## src/rtl/tank_fill_ctrl.sv

```systemverilog
// Multi-pump tank fill controller: synchronised/debounced level probes drive a
// registered Moore FSM with round-robin lead rotation, lag assist and fault handling.
module tank_fill_ctrl #(
    parameter int N_PUMPS      = 2,
    parameter int DEB_CYCLES   = 4,
    parameter int LAG_DELAY    = 16,
    parameter int FILL_TIMEOUT = 64,
    parameter int LW           = $clog2(N_PUMPS)
) (
    input  logic               clk,
    input  logic               rst_n,
    input  logic               I,
    input  logic               S,
    input  logic [N_PUMPS-1:0] en,
    input  logic               fault_clr,
    output logic [N_PUMPS-1:0] B,
    output logic [LW-1:0]      lead_idx,
    output logic               fault
);

    localparam int DW = (DEB_CYCLES > 1) ? $clog2(DEB_CYCLES) : 1;
    localparam int TW = $clog2(FILL_TIMEOUT);
    localparam logic [DW-1:0]      DEB_LAST  = DW'(DEB_CYCLES - 1);
    localparam logic [TW-1:0]      TMO_LAST  = TW'(FILL_TIMEOUT - 1);
    localparam logic [TW-1:0]      LAG_LAST  = TW'(LAG_DELAY - 1);
    localparam logic [TW-1:0]      TMR_ONE   = TW'(1);
    localparam logic [DW-1:0]      DEB_ONE   = DW'(1);
    localparam logic [N_PUMPS-1:0] PUMP0_BIT = N_PUMPS'(1);
    localparam logic [LW-1:0]      LEAD_INIT = LW'(N_PUMPS - 1);

    typedef enum logic [1:0] {
        ST_IDLE      = 2'd0,
        ST_FILL_LEAD = 2'd1,
        ST_FILL_ALL  = 2'd2,
        ST_FAULT     = 2'd3
    } state_t;

    // Channel 0 is the low probe (I), channel 1 the high probe (S).
    logic [1:0]          sync1_q, sync2_q;
    logic [1:0]          filt_q, filt_d;
    logic [DW-1:0]       deb_cnt_q [2];
    logic [DW-1:0]       deb_cnt_d [2];
    state_t              state_q, state_d;
    logic [TW-1:0]       timer_q, timer_d;
    logic [LW-1:0]       lead_idx_q, lead_idx_d;
    logic [LW-1:0]       last_lead_q, last_lead_d;
    logic [N_PUMPS-1:0]  b_q, b_d;
    logic                fault_q, fault_d;
    logic                i_f_s, s_f_s, incons_s;
    logic [LW-1:0]       next_lead_s;

    // First enabled pump strictly after 'last', wrapping around the pump set.
    function automatic logic [LW-1:0] pick_lead(input logic [N_PUMPS-1:0] en_v,
                                                input logic [LW-1:0] last);
        logic [LW-1:0] res;
        logic [LW-1:0] idx_l;
        logic          found;
        int            idx;
        res   = last;
        found = 1'b0;
        for (int k = 1; k <= N_PUMPS; k++) begin
            idx   = (int'(last) + k) % N_PUMPS;
            idx_l = LW'(idx);
            if (!found && en_v[idx_l]) begin
                res   = idx_l;
                found = 1'b1;
            end
        end
        return res;
    endfunction

    assign i_f_s       = filt_q[0];
    assign s_f_s       = filt_q[1];
    assign incons_s    = s_f_s & ~i_f_s;
    assign next_lead_s = pick_lead(en, last_lead_q);

    // Debounce: accept a synchronised change only after DEB_CYCLES stable samples.
    always_comb begin
        filt_d = filt_q;
        for (int ch = 0; ch < 2; ch++) begin
            deb_cnt_d[ch] = deb_cnt_q[ch];
            if (sync2_q[ch] != filt_q[ch]) begin
                if (deb_cnt_q[ch] == DEB_LAST) begin
                    filt_d[ch]    = sync2_q[ch];
                    deb_cnt_d[ch] = '0;
                end else begin
                    deb_cnt_d[ch] = deb_cnt_q[ch] + DEB_ONE;
                end
            end else begin
                deb_cnt_d[ch] = '0;
            end
        end
    end

    // Next-state, timer, lead selection and Moore outputs derived from the next state.
    always_comb begin
        state_d     = state_q;
        timer_d     = timer_q;
        lead_idx_d  = lead_idx_q;
        last_lead_d = last_lead_q;
        b_d         = '0;
        fault_d     = 1'b0;
        case (state_q)
            ST_IDLE: begin
                if (incons_s) begin
                    state_d = ST_FAULT;
                end else if (!i_f_s && (|en)) begin
                    state_d     = ST_FILL_LEAD;
                    lead_idx_d  = next_lead_s;
                    last_lead_d = next_lead_s;
                    timer_d     = '0;
                end else begin
                    state_d = ST_IDLE;
                end
            end
            ST_FILL_LEAD: begin
                if (incons_s) begin
                    state_d = ST_FAULT;
                end else if (s_f_s) begin
                    state_d = ST_IDLE;
                end else if (timer_q == TMO_LAST) begin
                    state_d = ST_FAULT;
                end else if ((timer_q == LAG_LAST) || !en[lead_idx_q]) begin
                    // Timer keeps counting total fill time across the hand-over.
                    state_d = ST_FILL_ALL;
                    timer_d = timer_q + TMR_ONE;
                end else begin
                    timer_d = timer_q + TMR_ONE;
                end
            end
            ST_FILL_ALL: begin
                if (incons_s) begin
                    state_d = ST_FAULT;
                end else if (s_f_s) begin
                    state_d = ST_IDLE;
                end else if (timer_q == TMO_LAST) begin
                    state_d = ST_FAULT;
                end else if (en == '0) begin
                    state_d = ST_FAULT;
                end else begin
                    timer_d = timer_q + TMR_ONE;
                end
            end
            ST_FAULT: begin
                if (fault_clr && !incons_s) begin
                    state_d = ST_IDLE;
                end else begin
                    state_d = ST_FAULT;
                end
            end
            default: begin
                state_d = ST_FAULT;
            end
        endcase

        case (state_d)
            ST_IDLE:      b_d = '0;
            ST_FILL_LEAD: b_d = PUMP0_BIT << lead_idx_d;
            ST_FILL_ALL:  b_d = en;
            ST_FAULT:     fault_d = 1'b1;
            default:      fault_d = 1'b1;
        endcase
    end

    // All state: synchronisers, debounce, FSM and registered outputs.
    always_ff @(posedge clk or negedge rst_n) begin
        if (!rst_n) begin
            sync1_q      <= 2'b11;
            sync2_q      <= 2'b11;
            filt_q       <= 2'b11;
            deb_cnt_q[0] <= '0;
            deb_cnt_q[1] <= '0;
            state_q      <= ST_IDLE;
            timer_q      <= '0;
            lead_idx_q   <= '0;
            last_lead_q  <= LEAD_INIT;
            b_q          <= '0;
            fault_q      <= 1'b0;
        end else begin
            sync1_q      <= {S, I};
            sync2_q      <= sync1_q;
            filt_q       <= filt_d;
            deb_cnt_q[0] <= deb_cnt_d[0];
            deb_cnt_q[1] <= deb_cnt_d[1];
            state_q      <= state_d;
            timer_q      <= timer_d;
            lead_idx_q   <= lead_idx_d;
            last_lead_q  <= last_lead_d;
            b_q          <= b_d;
            fault_q      <= fault_d;
        end
    end

    assign B        = b_q;
    assign lead_idx = lead_idx_q;
    assign fault    = fault_q;

endmodule

```

## config.mk

```make
export PLATFORM = sky130hd
export DESIGN_NAME = tank_fill_ctrl
export DESIGN_NICKNAME = d
export VERILOG_FILES = /design/src/rtl/tank_fill_ctrl.sv
export SDC_FILE = /design/constraint.sdc
export NUM_CORES = 1
export LEC_CHECK = 0
export CORE_MARGIN = 8
export CORE_UTILIZATION = 45
export CTS_CLUSTER_SIZE = 12
export DETAILED_ROUTE_END_ITERATION = 12
export GPL_TIMING_DRIVEN = 0
export HOLD_SLACK_MARGIN = 0.03
export REMOVE_ABC_BUFFERS = 1
export SLEW_MARGIN = 25
export SYNTH_ARGS = -nofsm -noshare
export SYNTH_HDL_FRONTEND = slang
export SYNTH_SLANG_ARGS = --single-unit
```

## constraint.sdc

```tcl
create_clock -name clk -period 2.6 [get_ports clk]
set_input_delay 0.65 -clock clk [delete_from_list [all_inputs] [get_ports clk]]
set_output_delay 0.65 -clock clk [all_outputs]
set_load 0.02 [all_outputs]
```

==> impl_metrics.toml, run 1 <==
[place]
post-dp-hpwl_um = 1760
finalWeightedCongestion = 0.815
placed_cells = 149
count_of_port_buffers_added_during_placement = 10
post_place_instance_area_mm2 = 0.00139

[grt]
track_usage_pct = 11.5
antenna_violations_before_repair = 0
grt_pass1_wl_um = 4170
maximum_number_of_pins_on_one_net_before_global_route_repair = 24
globalRoute.totalOverflow = 0
first_global_vias = 927

[route]
first_iter_violations = 63
detailroute.via_count = 891
route.detailed.wl_per_inst_um = 15.0
routed_wirelength_um = 2320
routed_via_density = 5.79
drt_drc_violations_left = 0
drt_first_pass_iters = 4
drt.antenna.violating_nets = 0

[floorplan]
placementRows = 19
pin_count = 11
die_height_um = 68.9
start_util_pct = 46.5
chipWidth_um = 68.9
fp.dieArea_mm2 = 0.00475
placeableCoreArea_mm2 = 0.00271

[worst_setup_path]
crit_end_element = "register"
critPathMostFrequentCell = "ha_1"
worstPathCellList = "ha_1, and3_4, a221oi_4, nor3b_4, a32oi_1, ha_1, a22oi_1, nor2_1"
worst-r2r-cell-count = 8
critical_path.reg2reg.startpoint = "timer_q[0]$_DFFE_PN0P_"
setup.worst_path.class = "reg2reg"
max_stage_delay_ns = 0.43
timing.critical_path.required_ns = 2.81
cp_num_buf_inv = 0
critical_path_peak_fanout = 4
cp_top_family = "compound AO/OA/AOI/OAI gates"
startpoint_type = "register"
worst_r2r_endpoint = "B[1]$_DFF_PN0_"
reg2reg_slack_ns = 0.30
cpMaxStageDelayCell = "dfrtp_1"
cp.arrival_ns = 2.51

[pwr]
cellPowerDensity_mw_per_mm2 = 1190
power.leakage_nw = 0.606
total_power_w = 0.00170
vdd_drop_max_mv = 0.764

[synthesis]
post-synth-top-area-cell = "dfrtp_1"
synthesis.area_per_instance_um2 = 11.6
synth_most_common_cell = "dfrtp_1"
yosys_register_bits = 23
synth_edf_count = 0
synth.yosys.seq_area_share_pct = 46.4
synth-main-ff-cell = "dfrtp_1"
postSynth.asyncResetShare_pct = 100
synth.distinct_cells = 39
ys_top_cells_by_count = "dfrtp_1 (16), ha_1 (11), nand2b_1 (9)"
ys_warn_count = 0
synth_top_cell_area_share_pct = 31.8
synth_top_cells_by_area = "dfrtp_1 (32%), dfstp_2 (15%), ha_1 (11%)"
synthesized_instance_count = 109
netlist_area_before_placement_mm2 = 0.00126

[sta]
fmax_mhz = 435
finalSetupViolCount = 0
hold_violations = 0
finClkSkew_ns = 0.00370
layout_worst_path_cycle_share_pct = 88.3
max_slew.worst_pin.slew_ns = 0.495
report.final.slew_viol_count = 0
finalCriticalPeriod_ns = 2.30
setup-tns-final_ns = 0
rsz0062_at_grt = "false"
maxSlewHeadroom_pct = 67.0

[clock_tree]
clock-root-buffer = "clkbuf_4"
cts_tree = "built"
ctsLongestPathBuffers = 2
worst_skew_pair.late_latency_ns = 0.31
cts-buffers-inserted = 3
numClockSinks = 23
clock_pin_transition_on_the_worst_setup_and_hold_timing_paths_ns = 0.12
h-tree-depth = 1

[finish]
antenna_cells = 0
final_area_mm2 = 0.00143
instances_no_fill = 154
num-nets-final = 142
drive_gt1_share_pct = 15.4
finish.utilization_pct = 52.7
areaGrowthSynthToFinish_pct = 13.3

[run_status]
outcome = "finished, final reports clean"

[job]
max_cap_viol_count = 0

[min_path]
min-delay-path-class = "in2async"
-- cell usage in the layout (no fill, tap or decap), types with 2 or more instances in the layout --
master,n
o21ai_0,4
nor3b_1,2
clkbuf_4,3
nand2_1,8
o2bb2ai_1,3
dlymetal6s2s_1,2
dfstp_2,7
nor2b_1,2
nor3_1,2
clkdlybuf4s50_1,7
nor2_1,3
xnor2_1,2
ha_1,11
a21oi_1,4
o2111ai_1,5
inv_1,5
mux2i_1,2
nand2b_1,9
a32o_1,2
dfrtp_1,16
-- cell families after synthesis --
kind of cell             after synthesis  share of synthesized area (%)
AO/OA/AOI/OAI                         30                           20.4
XOR/XNOR                               2                           1.39
adder cells (fa/ha/maj)               11                           10.9
buffers and inverters                  6                           1.89
flip-flops                            23                           46.4
multiplexers                           3                           2.48
AND/OR/NAND/NOR                       34                           16.6
-- registers in the layout, indices dropped and copies added (netlist names), 2 cells and up --
register	flops
timer_q	6
deb_cnt_q	4
B	2
filt_q	2
state_q	2
sync1_q	2
sync2_q	2
-- routing by layer --
layer	routed length (um)	vias up	global-route usage (%)
li1	-	439	-
met1	1130	430	15.3
met2	1050	16	16.5
met3	86	6	3.23
met4	46	0	6.02
met5	0	-	0
-- power breakdown --
group	leakage [nW]	internal, W	switching (W)
Combinational	0.307	0.000429	0.000515
Sequential	0.283	0.000489	0.000104
Clock	0.0150	0.0000598	0.000104
-- worst register-to-register path, delay by kind of cell (launching register included) --
kind / cells / cell delay, ns
and+or+nand+nor: 3 / 0.58
DFF: 1 / 0.43
adders and majority gates: 2 / 0.53
AOI/OAI and AO/OA: 3 / 0.66
-- worst max-delay path by stage --
stage / start / to / slack, ns / cells after the start
2_1_floorplan: timer_q[0]$_DFFE_PN0P_ / B[1]$_DFF_PN0_ / 0.44 / 8
3_3_place_gp: en[0] / B[1]$_DFF_PN0_ / -0.29 / 8
3_5_place_dp: en[0] / B[1]$_DFF_PN0_ / -0.32 / 8
4_1_cts: en[0] / B[1]$_DFF_PN0_ / 0.02 / 8
5_1_grt: timer_q[0]$_DFFE_PN0P_ / B[1]$_DFF_PN0_ / 0.12 / 8
6_report: timer_q[0]$_DFFE_PN0P_ / B[1]$_DFF_PN0_ / 0.30 / 8
-- timing repair --
| action | CTS | global route |
|---|---|---|
| gates resized for setup | 0 | 2 |
| setup buffers | 0 | 1 |
| endpoints found under the setup margin | 0 | 2 |
| hold buffers | 0 | 0 |
| hold endpoints to repair | 0 | 0 |
-- area by class of cell --
type                    count  area (um2)
repair buffers             11         108
inverters                   5        18.8
well taps                  31        38.8
fillers                   257        1280
flip-flops and latches     23         584
multi-input cells          80         652
clock buffers               4        26.3
-- through the flow --
step	worst slack (ns)	hold WS (ns)
4_1_cts	0.0213	0.367
3_3_place_gp	-0.294	0.348
6_report	0.303	0.289
5_1_grt	0.123	0.314
2_1_floorplan	0.435	0.345
3_5_place_dp	-0.324	0.348
(Power assumes the default switching activity.)
==> run 2: changes to the inputs <==
- CORE_MARGIN: 8 -> unset
- GPL_ROUTABILITY_DRIVEN: unset -> 1
==> run 2 against run 1 <==
Net effect:
- fmax down 7.3%
- die area is 37% lower
- cell count stayed put
- sequential power grew 0.7%
- total power up 2.3%
- critical path depth stayed put
- clock skew grew 0.0037 ns
==> impl_metrics.toml, run 2 (same netlist as run 1, synthesis figures left out) <==
[run_status]
outcome = "finished, final reports clean"

[worst_setup_path]
reg2reg_slack_ns = 0.32
worst-r2r-cell-count = 8
timing.critical_path.required_ns = 2.85
crit_end_element = "register"
critPathMostFrequentCell = "nor2_1"
cp_top_family = "buffers and inverters"
startpoint_type = "input pin"
worst_r2r_endpoint = "B[1]$_DFF_PN0_"
setup.worst_path.class = "in2reg"
cpMaxStageDelayCell = "clkdlybuf4s50_1"
critical_path_peak_fanout = 7
max_stage_delay_ns = 0.54
critical_path_cell_count = 8
cp_num_buf_inv = 2
critical_path.reg2reg.startpoint = "timer_q[0]$_DFFE_PN0P_"
worstPathCellList = "clkdlybuf4s50_1, nor2_1, a221oi_4, nor3b_4, buf_4, a211oi_1, ha_1, nor2_1"
cp.arrival_ns = 2.73

[place]
finalWeightedCongestion = 0.767
post-dp-hpwl_um = 1720
count_of_port_buffers_added_during_placement = 10
post-place-ws_ns = -0.370
post_place_instance_area_mm2 = 0.00139

[sta]
layout_worst_path_cycle_share_pct = 95.3
max_slew.worst_pin.slew_ns = 0.505
finClkSkew_ns = 0.00738
hold_violations = 0
maxSlewHeadroom_pct = 65.9
fmax_mhz = 403
finalSetupViolCount = 0
finalCriticalPeriod_ns = 2.48
report.final.slew_viol_count = 0
layout_setup_ws_ns = 0.122
rsz0062_at_grt = "false"

[clock_tree]
worst_skew_pair.late_latency_ns = 0.32
postCtsHoldBufs = 0
postCtsResizedCells = 0
clock_pin_transition_on_the_worst_setup_and_hold_timing_paths_ns = 0.14
cts-buffers-inserted = 3
numClockSinks = 23
clock-root-buffer = "clkbuf_4"
ctsLongestPathBuffers = 2
cts_tree = "built"
h-tree-depth = 1

[finish]
largest_register_ff_count = 6
final_area_mm2 = 0.00143
multi_input_area_um2 = 652
layout.filler_cells = 231
registers.top_by_ff_count = "timer_q"
layout_common_cells = "dfrtp_1 (16), ha_1 (11), nand2b_1 (9), clkdlybuf4s50_1 (9), nand2_1 (8)"
num-nets-final = 143
drive_gt1_share_pct = 16.9
areaGrowthSynthToFinish_pct = 13.7
final-seq-area_um2 = 584
biggestRegsByFlops = "timer_q: 6 flops, deb_cnt_q: 4 flops"
layout.cells.most_common = "dfrtp_1"
antenna_cells = 0

[floorplan]
placeableCoreArea_mm2 = 0.00257
die_height_um = 54.9
start_util_pct = 49.1
placementRows = 18
pin_count = 11
fp.dieArea_mm2 = 0.00302
chipWidth_um = 54.9

[pwr]
p_sw_share_pct = 43.2
internal-power_w = 0.000989
vdd_drop_max_mv = 0.678
power_frac_comb_pct = 55.7
switchingPower_w = 0.000751
cellPowerDensity_mw_per_mm2 = 1210
seqPwrFrac_pct = 34.3
p_clk_share_pct = 10.0
power.leakage_nw = 0.592

[route]
drt.antenna.violating_nets = 0
first_iter_violations = 24
route.detailed.wl_per_inst_um = 15.4
detailroute.via_count = 930
routed_via_density = 6.04
drt_drc_violations_left = 0
routed_wirelength_um = 2380
drt_first_pass_iters = 5

[grt]
track_usage_pct = 19.9
first_global_vias = 930
maximum_number_of_pins_on_one_net_before_global_route_repair = 24
globalRoute.totalOverflow = 0
grt_pass1_wl_um = 4210
antenna_violations_before_repair = 0

[job]
max_cap_viol_count = 0

[min_path]
min-delay-path-class = "in2async"
-- run 2: cell types whose count changed in the layout (fill, tap and decap cells not counted) --
cell and delta:
buf_4 +1, clkinvlp_4 +1, clkdlybuf4s50_1 +2, dlymetal6s2s_1 -2, clkbuf_1 -1
-- run 2: power groups by stage --
stage | logic, W | registers [W] | clock network (W)
floorplan | 0.000700 | 0.000598 | 0
global placement | 0.000916 | 0.000594 | 0
detailed placement | 0.000938 | 0.000603 | 0
CTS | 0.000958 | 0.000596 | 0.000189
global route | 0.00111 | 0.000612 | 0.000205
finish | 0.000969 | 0.000597 | 0.000175
-- run 2: metal layers --
layer	vias up	routed length [um]	track usage, %
met5	-	0	0
met4	0	14	6.25
met3	2	105	6.56
met2	22	1110	31.3
met1	462	1140	26.0
li1	444	-	-
-- run 2: cell type report --
type	instances	area share (%)
multi-input cells	80	45.5
well taps	30	2.62
repair buffers	12	7.69
clock inverters	1	0.524
flip-flops and latches	23	40.8
inverters	5	1.31
clock buffers	3	1.57
-- run 2: worst max-delay path by stage --
stage	from	end
5_1_grt	en[0]	B[1]$_DFF_PN0_
4_1_cts	en[0]	B[1]$_DFF_PN0_
6_report	en[0]	B[1]$_DFF_PN0_
2_1_floorplan	timer_q[0]$_DFFE_PN0P_	B[1]$_DFF_PN0_
3_3_place_gp	en[0]	B[1]$_DFF_PN0_
3_5_place_dp	en[0]	B[1]$_DFF_PN0_
-- run 2: stage by stage --
stage | std cells | utilization, % | hold WS [ns] | TNS, ns | total power, W
after floorplan | 108 | - | 0.345 | 0 | 0.00130
after global placement | 148 | 54.2 | 0.346 | -0.585 | 0.00151
after detailed placement | 148 | 54.2 | 0.347 | -0.702 | 0.00154
after CTS | 153 | 55.7 | 0.368 | 0 | 0.00174
after global routing | 154 | 55.8 | 0.286 | 0 | 0.00193
final | 154 | 55.8 | 0.273 | 0 | 0.00174
-- run 2: repair_timing --
action | CTS | global route
setup buffers | 1 | 1
endpoints found under the setup margin | 1 | 2
pin swaps | 1 | 1
==> run 3: changes to the inputs <==
- DONT_BUFFER_PORTS: unset -> 1
- clock period: 2.6 -> 2.4 ns (I/O delays scaled with it)
==> run 3 against run 2 <==
Net effect:
- core utilization fell by 3.5 points
- final area fell by 6.2%
- sequential share of layout area rose by 2.7 points
- count of clock-buffer cells in the layout rose by 1
- via count fell by 6.7%
- sequential cell count did not move
- hold slack got worse by 0.15 ns
- cell count fell by 5.8%
- critical path type is now reg2reg
- critical endpoint unchanged
- largest cell class unchanged
- largest power group unchanged
==> impl_metrics.toml, run 3 (same netlist as run 1, synthesis figures left out) <==
[clock_tree]
cts_tree = "built"
cts-buffers-inserted = 3
worst_skew_pair.late_latency_ns = 0.30
h-tree-depth = 1
numClockSinks = 23
clock-root-buffer = "clkbuf_4"
ctsLongestPathBuffers = 2
clock_pin_transition_on_the_worst_setup_and_hold_timing_paths_ns = 0.11

[finish]
drive_gt1_share_pct = 16.5
antenna_cells = 0
registers.top_by_ff_count = "timer_q"
largest_register_ff_count = 6
layout.cells.most_common = "dfrtp_1"
final_area_mm2 = 0.00134
areaGrowthSynthToFinish_pct = 6.65
layout_common_cells = "dfrtp_1 (16), ha_1 (11), nand2b_1 (9)"
multi_input_area_um2 = 652
num-nets-final = 134
layout.filler_cells = 239
final-seq-area_um2 = 584
biggestRegsByFlops = "timer_q: 6 flops, deb_cnt_q: 4 flops"

[pwr]
cellPowerDensity_mw_per_mm2 = 1350
vdd_drop_max_mv = 0.849
power.leakage_nw = 0.559

[sta]
hold_violations = 0
finClkSkew_ns = 0.00132
max_slew.worst_pin.slew_ns = 0.745
finalSetupViolCount = 0
fmax_mhz = 445
layout_worst_path_cycle_share_pct = 93.6
report.final.slew_viol_count = 0
setup-tns-final_ns = 0
maxSlewHeadroom_pct = 50.2
rsz0062_at_grt = "false"
finalCriticalPeriod_ns = 2.25

[grt]
maximum_number_of_pins_on_one_net_before_global_route_repair = 17
track_usage_pct = 17.2
grt_pass1_wl_um = 3630
first_global_vias = 821
globalRoute.totalOverflow = 0
antenna_violations_before_repair = 0

[job]
max_cap_viol_count = 0

[worst_setup_path]
worstPathCellList = "ha_1, and3_4, a221oi_4, nor3b_4, a32oi_1, ha_1, a22oi_1, nor2_1"
timing.critical_path.required_ns = 2.60
critical_path_peak_fanout = 4
setup.worst_path.class = "reg2reg"
crit_end_element = "register"
startpoint_type = "register"
cpMaxStageDelayCell = "dfrtp_1"
cp_top_family = "compound AO/OA/AOI/OAI gates"
critPathLaunch = "timer_q[0]$_DFFE_PN0P_"
cp_num_buf_inv = 0
cp.arrival_ns = 2.45
max_stage_delay_ns = 0.43
critPathMostFrequentCell = "ha_1"
critical_path.reg2reg.startpoint = "timer_q[0]$_DFFE_PN0P_"

[floorplan]
placementRows = 18
start_util_pct = 49.1
placeableCoreArea_mm2 = 0.00257
die_height_um = 54.9
pin_count = 11
fp.dieArea_mm2 = 0.00302
chipWidth_um = 54.9

[route]
route.detailed.wl_per_inst_um = 15.2
drt.antenna.violating_nets = 0
drt_first_pass_iters = 4
routed_wirelength_um = 2200
detailroute.via_count = 868
drt_drc_violations_left = 0
first_iter_violations = 11
routed_via_density = 5.99

[place]
count_of_port_buffers_added_during_placement = 0
post_place_instance_area_mm2 = 0.00129
finalWeightedCongestion = 0.767
post-dp-hpwl_um = 1620

[min_path]
min-delay-path-class = "in2async"

[run_status]
outcome = "finished, final reports clean"
==> run 3: layer usage <==
metal  up-vias  GRT usage, %  wire length [um]
li1        427             -                 -
met2        13          26.9              1010
met5         -             0                 0
met1       420          22.0              1060
met4         0          7.92                52
met3         8          4.64                77
==> run 3: where the power goes <==
part,internal (W),switching [W]
Combinational,0.000440,0.000528
Clock,0.0000648,0.000105
Sequential,0.000530,0.000142
==> run 3: final cells by class <==
type	instances	share of cell area (%)
inverters	5	1.40
flip-flops and latches	23	43.5
repair buffers	3	1.86
multi-input cells	80	48.5
well taps	30	2.79
clock buffers	4	1.96
==> run 3: path summary, 6_finish.rpt <==
kind,slack [ns],depth (start not counted),to
max,0.15,8,B[1]$_DFF_PN0_
min,0.12,0,filt_q[0]$_DFFE_PN1P_
max in group asynchronous,1.14,1,timer_q[0]$_DFFE_PN0P_
max reg2reg,0.15,8,B[1]$_DFF_PN0_
min in group clk,0.28,0,sync1_q[1]$_DFF_PN1_
min reg2reg,0.37,0,sync2_q[1]$_DFF_PN1_
==> run 3: timing repair <==
action / 4_1_cts / 5_1_grt
gates cloned: 0 / 0
endpoints found under the setup margin: 1 / 2
setup buffers: 1 / 1
hold endpoints to repair: 16 / 0
pin swaps: 0 / 1
hold buffers: 1 / 0
gates resized for setup: 0 / 1
==> run 3: metrics by stage <==
stage | hold WS, ns | std cells | power (W) | utilization (%) | worst slack (ns)
floorplan | 0.304 | 108 | 0.00141 | - | 0.235
global placement | 0.305 | 138 | 0.00158 | 50.3 | 0.0328
detailed placement | 0.305 | 138 | 0.00160 | 50.3 | -0.0172
CTS | 0.108 | 144 | 0.00180 | 52.0 | 0.0273
global route | 0.0906 | 145 | 0.00197 | 52.3 | 0.0499
finish | 0.122 | 145 | 0.00181 | 52.3 | 0.154
